File: src/rtl/ha_array_pkg.sv
// ============================================================================
// Module   : ha_array_pkg
// Brief    : Shared constants and types for the ha_array product accumulator.
// Revision : 1.0 - initial release
// ============================================================================
`default_nettype none

package ha_array_pkg;

  localparam int NUM_ROWS  = 4;
  localparam int T_W       = 9;
  localparam int B_W       = 7;
  localparam int ROW_SHIFT = 2;
  localparam int OUT_W     = 16;
  localparam int ACC_W     = OUT_W + 1;
  localparam int ROW_W     = T_W + 1;

  typedef enum logic [1:0] {
    IDLE = 2'd0,
    ACC  = 2'd1,
    DONE = 2'd2
  } state_t;

  typedef struct packed {
    logic [B_W-1:0] b;
    logic [T_W-1:0] t;
  } ha_row_t;

endpackage

`default_nettype wire

File: src/rtl/ha_row_weight.sv
// ============================================================================
// Module   : ha_row_weight
// Brief    : Combines one row's sum/carry vectors and weights it by row index.
// Revision : 1.0 - initial release
// ============================================================================
`default_nettype none

module ha_row_weight
  import ha_array_pkg::*;
(
  input  ha_row_t          row,
  input  logic [1:0]       row_idx,
  output logic [ACC_W-1:0] contribution
);

  logic [ROW_W-1:0] row_val;
  logic [ACC_W-1:0] row_ext;

  // Carry bits sit two positions above the matching sum bits.
  assign row_val      = ROW_W'(row.t) + (ROW_W'(row.b) << 2);
  assign row_ext      = ACC_W'(row_val);
  assign contribution = row_ext << (ROW_SHIFT * int'(row_idx));

endmodule

`default_nettype wire

File: src/rtl/ha_array_accumulator.sv
// ============================================================================
// Module   : ha_array_accumulator
// Brief    : Reconstructs the 8x8 product from four ha_array rows, one per cycle.
// Revision : 1.0 - initial release
// ============================================================================
`default_nettype none

module ha_array_accumulator
  import ha_array_pkg::*;
(
  input  logic             clk,
  input  logic             rst,
  input  logic             in_valid,
  output logic             in_ready,
  input  logic [B_W-1:0]   ha_array_0_b,
  input  logic [B_W-1:0]   ha_array_1_b,
  input  logic [B_W-1:0]   ha_array_2_b,
  input  logic [B_W-1:0]   ha_array_3_b,
  input  logic [T_W-1:0]   ha_array_0_t,
  input  logic [T_W-1:0]   ha_array_1_t,
  input  logic [T_W-1:0]   ha_array_2_t,
  input  logic [T_W-1:0]   ha_array_3_t,
  output logic             out_valid,
  input  logic             out_ready,
  output logic [OUT_W-1:0] product,
  output logic             overflow
);

  localparam logic [1:0] LAST_ROW = 2'(NUM_ROWS - 1);

  state_t           state_q, state_d;
  logic [ACC_W-1:0] acc_q, acc_d;
  logic [1:0]       cnt_q, cnt_d;
  ha_row_t          rows_q [NUM_ROWS];
  ha_row_t          rows_d [NUM_ROWS];
  ha_row_t          rows_in [NUM_ROWS];
  logic [ACC_W-1:0] contribution;

  assign rows_in[0] = '{b: ha_array_0_b, t: ha_array_0_t};
  assign rows_in[1] = '{b: ha_array_1_b, t: ha_array_1_t};
  assign rows_in[2] = '{b: ha_array_2_b, t: ha_array_2_t};
  assign rows_in[3] = '{b: ha_array_3_b, t: ha_array_3_t};

  ha_row_weight u_row_weight (
    .row          (rows_q[cnt_q]),
    .row_idx      (cnt_q),
    .contribution (contribution)
  );

  assign in_ready  = (state_q == IDLE);
  assign out_valid = (state_q == DONE);
  assign product   = acc_q[OUT_W-1:0];
  assign overflow  = acc_q[OUT_W];

  always_comb begin
    state_d = state_q;
    acc_d   = acc_q;
    cnt_d   = cnt_q;
    rows_d  = rows_q;
    case (state_q)
      IDLE: begin
        if (in_valid) begin
          rows_d  = rows_in;
          acc_d   = '0;
          cnt_d   = '0;
          state_d = ACC;
        end
      end
      ACC: begin
        acc_d = acc_q + contribution;
        cnt_d = cnt_q + 2'd1;
        if (cnt_q == LAST_ROW) state_d = DONE;
      end
      DONE: begin
        if (out_ready) state_d = IDLE;
      end
      default: state_d = IDLE;
    endcase
  end

  always_ff @(posedge clk) begin
    if (rst) begin
      state_q <= IDLE;
      acc_q   <= '0;
      cnt_q   <= '0;
      for (int k = 0; k < NUM_ROWS; k++) rows_q[k] <= '0;
    end else begin
      state_q <= state_d;
      acc_q   <= acc_d;
      cnt_q   <= cnt_d;
      rows_q  <= rows_d;
    end
  end

endmodule

`default_nettype wire

File: config.mk
export PLATFORM = sky130hd
export DESIGN_NAME = ha_array_accumulator
export DESIGN_NICKNAME = d
export VERILOG_FILES = /design/src/rtl/ha_array_pkg.sv /design/src/rtl/ha_row_weight.sv /design/src/rtl/ha_array_accumulator.sv
export SDC_FILE = /design/constraint.sdc
export NUM_CORES = 1
export LEC_CHECK = 0
export CAP_MARGIN = 20
export CORE_MARGIN = 2
export CORE_UTILIZATION = 52
export DETAILED_ROUTE_END_ITERATION = 16
export PLACE_DENSITY = 0.77
export SETUP_SLACK_MARGIN = 0.1
export SYNTH_ARGS = -nofsm -noshare
export SYNTH_HDL_FRONTEND = slang
export SYNTH_SLANG_ARGS = --single-unit
File: constraint.sdc
create_clock -name clk -period 6.12 [get_ports clk]
set_clock_uncertainty 0.2 [all_clocks]
set_input_delay 1.224 -clock clk [delete_from_list [all_inputs] [get_ports clk]]
set_output_delay 1.224 -clock clk [all_outputs]
set_load 0.05 [all_outputs]
==> results.yml, run 1 <==
synthesis:
  synth_top_family_by_area: "simple AND/OR/NAND/NOR gates"
  synth_cell_types: 45
  synth.area.mux_share: 0.0963
  synth_flop_cell: "dfxtp_1"
  synthSimpleGateAreaFrac: 0.206
  synth.net_count: 658
  synthAdderAreaFrac: 0.0747
  synth_warnings: 0
  synth-compound-area-share: 0.183
  async_reset_ff_frac: 0
  synth_area_um2: 4560
  syn_area_per_cell_um2: 8.08
  synthXorXnorAreaFrac: 0.0288
  synthCells: 564
  synth_enable_flop_cells: 0
  ys_ff_latch: 85
  yosysSeqAreaShare: 0.373
cells_and_area:
  fin_cells: 742
  nNetsFinal: 723
  antennaDiodeCount: 0
  syn2layout_area_growth_pct: 24.5
  final_cell_mix: "nand2_1 (157), a21oi_1 (95), clkdlybuf4s50_1 (85), dfxtp_1 (84), ha_1 (24)"
  final_common_cell: "nand2_1"
  drive_gt1_frac: 0.0726
  postLayoutCellArea_um2: 5680
timing:
  hold_viol_final: 0
  tightest_slew_ns: 0.814
  min_period_ns: 5.04
  maxSlewViolCount: 0
  setup_viol: 0
  fin_crit_sh: 0.824
  fmax_ghz: 0.198
  finalSetupTns_ns: 0
  rsz0062_at_grt: "no"
  relSlewSlack: 0.457
  hold-worst-slack_ns: 0.260
setup_path:
  rr_startpoint: "cnt_q[0]"
  crit_start: "cnt_q[0]"
  max_stage_delay_ns: 0.65
  slowest_stage: "dfxtp_2"
  r2r_end: "acc_q[16]"
  reg2reg_slack_ns: 1.08
  crit_family: "multiplexers"
  crit_buf_inv: 1
  path_class: "flip-flop to flip-flop"
  crit_path_start_kind: "flip-flop"
  crit_end: "acc_q[16]"
  path_max_fanout: 24
  cp.depth: 15
  cp-end-kind: "flip-flop"
  path_cells: "buf_4 -> mux4_2 -> fa_1 -> a21o_1 -> a21oi_1 -> xnor2_1 -> mux2_2 -> a22o_1 -> ha_1 -> and3_1 -> nand4_1 -> a21oi_1 -> o2111ai_1 -> o21ai_0 -> mux2_2"
  r2r_cells: 15
  crit_required_ns: 6.17
  cp.arrival_ns: 5.09
die:
  die_y_um: 97.6
  die_x_um: 97.6
  row_count: 34
  die-area_um2: 9530
  core_um2: 8590
  ios: 87
  initial_core_util: 0.530
global_route:
  antenna_found_initial: 0
  grt_pass1_vias: 4044
  met1_usage: 0.307
  overflow: 0
  grt_usage: 0.247
  met3_usage: 0.0345
  grt_first_pass_wirelength_mm: 19.1
  gr-usage-met2: 0.434
  grt_max_degree: 81
  grt.busiest_layer: "met2"
clock_network:
  htree_num_levels: 3
  cts_sinks: 85
  cts_buffer_depth: 2
  clock_latency_ns: 0.36
  hold_buffers: 0
  cts_resized: 0
  post_cts_buffers: 0
  cts.clk_slew.worst_paths_ns: 0.10
  clockRootBuffer: "clkbuf_8"
  cts_made_buffers: 9
  cts_tree: "done"
route:
  drc: 0
  dr.first_iter.drc_count: 171
  wire_per_inst_um: 15.6
  ant_nets: 0
  dr.pass1.iters: 4
  vias: 4157
  drt-total-wl_mm: 11.6
  viasPerCell: 5.60
min_path:
  hp-class: "flip-flop to flip-flop"
  hp-start: "rows_q[39]"
placed_design:
  placed_area_um2: 5450
  dpl.cell_count: 726
  gp_congestion: 0.866
  portBuffers: 86
  dp_hpwl_mm: 8.63
outcome:
  status: "finished clean"
run:
  max-cap-violations: 0
pwr:
  total_power_mw: 1.36
  power.share.sequential: 0.447
  p_per_area_nw_per_um2: 240
  max-vdd-ir-drop_mv: 0.158
  power_switching_share: 0.299
  p_leak_nw: 2.23
  intPower_mw: 0.954
  clockPowerShare: 0.337
  pwr-share-comb: 0.216
  netSwitchingPower_mw: 0.407
## routing by layer
metal | vias to the layer above | share of wire
li1 | 2094 | -
met1 | 1941 | 0.42
met2 | 106 | 0.51
met3 | 16 | 0.042
met4 | 0 | 0.023
met5 | - | 0
## power by group through the flow
| stage | combinational (mW) | sequential [mW] | clock, mW |
|---|---|---|---|
| after floorplan | 0.187 | 0.624 | 0 |
| after global placement | 0.288 | 0.620 | 0 |
| after detailed placement | 0.293 | 0.622 | 0 |
| after CTS | 0.295 | 0.609 | 0.468 |
| after global routing | 0.322 | 0.612 | 0.491 |
| final | 0.294 | 0.608 | 0.458 |
## cell type report
cell class / count / area [µm²]
multi-input cells: 435 / 2690
inverters: 6 / 22.5
flip-flops and latches: 85 / 1700
repair buffers: 92 / 901
fillers: 747 / 2920
clock inverters: 7 / 103
well taps: 108 / 135
clock buffers: 9 / 124
## tightest hold or removal path, delay by kind of cell, from the launching register on
| family | cells | cell delay (ns) |
|---|---|---|
| compound gates | 1 | 0.05 |
| flops | 1 | 0.32 |
| simple gates | 1 | 0.05 |
## stage by stage
| step | setup WS (ns) | utilization |
|---|---|---|
| floorplan | 1.69 | - |
| detailed placement | 1.09 | 0.634 |
| finish | 1.08 | 0.660 |
| global route | 0.753 | 0.660 |
| CTS | 1.08 | 0.660 |
| global placement | 1.21 | 0.634 |
## how the worst min path moves through the flow
stage | endpoint | slack [ns] | depth (start not counted)
global route | rows_q[21] | 0.28 | 2
global placement | rows_q[20] | 0.24 | 2
CTS | rows_q[21] | 0.26 | 2
floorplan | rows_q[48] | 0.23 | 2
finish | rows_q[39] | 0.26 | 2
detailed placement | rows_q[4] | 0.25 | 2
## sequential cells by signal (all words and copies together), names as in the netlist
name     cells
acc_q       17
cnt_q        2
rows_q      64
state_q      2
## kinds of logic (layout without fill, tap and decap cells)
kind of cell | Yosys count | count (layout)
XOR/XNOR | 15 | 15
buffers and inverters | 44 | 114
AO/OA/AOI/OAI | 146 | 146
adder cells (fa/ha/maj) | 26 | 26
flip-flops | 85 | 85
multiplexers | 26 | 26
AND/OR/NAND/NOR | 222 | 222
## Yosys cell counts, types with 7 or more instances
cell type	count	share of area
nand3_1	11	0.012
nand2_1	158	0.13
a21oi_1	95	0.10
mux2i_1	9	0.020
dfxtp_1	85	0.37
ha_1	24	0.066
nor2b_1	8	0.011
clkbuf_1	26	0.021
o21ai_0	13	0.014
mux4_2	14	0.069
o21a_1	7	0.012
nor2_1	17	0.014
xor2_1	7	0.013
xnor2_1	8	0.015
Power figures use the tool's default switching activity.
==> run 2, diff against run 1 <==
Clock period 6.12 ns to 5 ns, I/O delays scaled along.
==> run 2 against run 1 <==
Largest cell class unchanged. Via count down 1.9%. Cell count did not move. First-iteration DRC count increased by 2.9%. Worst hold slack hardly changed. Combinational power rose by 22%. Flip-flop and latch count is the same. Clock power increased by 15%.
==> results.yml, run 2 (synthesis gave the netlist of run 1 again) <==
setup_path:
  path_class: "flip-flop to flip-flop"
  cp.arrival_ns: 4.67
  path_max_fanout: 9
  crit_required_ns: 5.05
  cp-end-kind: "flip-flop"
  crit_start: "cnt_q[0]"
  rr_startpoint: "cnt_q[0]"
  crit_path_start_kind: "flip-flop"
  r2r_cells: 15
timing:
  maxSlewViolCount: 0
  tightest_slew_ns: 1.02
  worst_slack_ns: 0.380
  setup_viol: 0
  min_period_ns: 4.62
  rsz0062_at_grt: "no"
  fmax_ghz: 0.216
  finalSetupTns_ns: 0
  hold_viol_final: 0
  fin_crit_sh: 0.924
  relSlewSlack: 0.320
clock_network:
  cts_sinks: 85
  cts.clk_slew.worst_paths_ns: 0.10
  htree_num_levels: 3
  clockRootBuffer: "clkbuf_8"
  hold_buffers: 0
  cts_tree: "done"
  post_cts_buffers: 0
  clock_latency_ns: 0.36
  cts_resized: 0
  cts_buffer_depth: 2
  cts_made_buffers: 9
global_route:
  antenna_found_initial: 0
  grt_first_pass_wirelength_mm: 18.5
  grt_max_degree: 80
  grt_usage: 0.237
  overflow: 0
  grt_pass1_vias: 3912
route:
  ant_nets: 0
  drc: 0
  drt-total-wl_mm: 11.3
  dr.pass1.iters: 4
  wire_per_inst_um: 15.2
  vias: 4078
  viasPerCell: 5.50
  dr.first_iter.drc_count: 176
cells_and_area:
  nNetsFinal: 723
  antennaDiodeCount: 0
  largestRegisters: "rows_q x64, acc_q x17"
  syn2layout_area_growth_pct: 24.4
  largest_reg_flops: 64
  top_register: "rows_q"
  nFillCells: 770
  final_common_cell: "nand2_1"
  drive_gt1_frac: 0.0741
  final_cell_mix: "nand2_1 (157), a21oi_1 (94), clkdlybuf4s50_1 (85), dfxtp_1 (84), ha_1 (24)"
die:
  die_y_um: 97.6
  row_count: 34
  die_x_um: 97.6
  initial_core_util: 0.530
  die-area_um2: 9530
  core_um2: 8590
  ios: 87
pwr:
  power_switching_share: 0.304
  netSwitchingPower_mw: 0.494
  power.share.sequential: 0.456
  total_power_mw: 1.63
  p_leak_nw: 2.22
  p_per_area_nw_per_um2: 287
  max-vdd-ir-drop_mv: 0.135
  clockPowerShare: 0.323
  pwr-share-comb: 0.221
  intPower_mw: 1.13
min_path:
  hp-start: "rows_q[49]"
  hp-class: "flip-flop to flip-flop"
  whs_path_depth: 2
placed_design:
  dp_hpwl_mm: 8.44
  gp_congestion: 0.894
  dp_slack_ns: 0.272
  portBuffers: 86
run:
  max-cap-violations: 0
outcome:
  status: "finished clean"
==> run 2: path summary, 6_finish.rpt <==
| path | end | slack (ns) |
|---|---|---|
| hold / removal | rows_q[49] | 0.26 |
| hold reg to reg | rows_q[49] | 0.26 |
| setup / recovery | acc_q[16] | 0.38 |
| setup reg to reg | acc_q[16] | 0.38 |
==> run 2: area by class of cell <==
| cell class | instances | area, µm² | share of cell area |
|---|---|---|---|
| inverters | 6 | 22.5 | 0.00397 |
| clock buffers | 10 | 138 | 0.0243 |
| clock inverters | 6 | 76.3 | 0.0135 |
| well taps | 108 | 135 | 0.0238 |
| flip-flops and latches | 85 | 1710 | 0.301 |
| multi-input cells | 435 | 2690 | 0.475 |
| repair buffers | 92 | 901 | 0.159 |
==> run 2: power groups by stage <==
stage,combinational (mW),clock (mW),sequential (mW)
3_5_place_dp,0.360,0,0.758
2_1_floorplan,0.229,0,0.764
5_1_grt,0.395,0.563,0.747
4_1_cts,0.362,0.535,0.742
6_report,0.360,0.525,0.742
3_3_place_gp,0.354,0,0.757
==> run 2: routing by layer <==
layer | vias to the layer above | wire (µm) | track usage
met5 | - | 0 | 0
met4 | 0 | 201 | 0.0726
met3 | 16 | 517 | 0.0424
met2 | 100 | 5690 | 0.418
met1 | 1873 | 4890 | 0.296
li1 | 2089 | - | -
==> run 2: through the flow <==
step / instances / utilization / cell area, µm² / hold WS [ns]
3_3_place_gp: 726 / 0.634 / 5450 / 0.242
3_5_place_dp: 726 / 0.634 / 5450 / 0.242
6_report: 742 / 0.660 / 5670 / 0.259
4_1_cts: 742 / 0.659 / 5660 / 0.257
2_1_floorplan: 564 / - / 4560 / 0.232
5_1_grt: 742 / 0.660 / 5670 / 0.281
==> run 2: critical path, cell delays in order (launching register included) <==
cell	delay (ns)
dfxtp_4	0.45
buf_4	0.22
mux4_2	0.56
fa_1	0.45
a21o_1	0.18
a21oi_1	0.28
xnor2_1	0.12
mux2_2	0.28
a22o_1	0.24
ha_1	0.36
and3_1	0.24
nand4_1	0.13
a21oi_2	0.19
o2111ai_1	0.14
o21ai_0	0.14
mux2_2	0.35
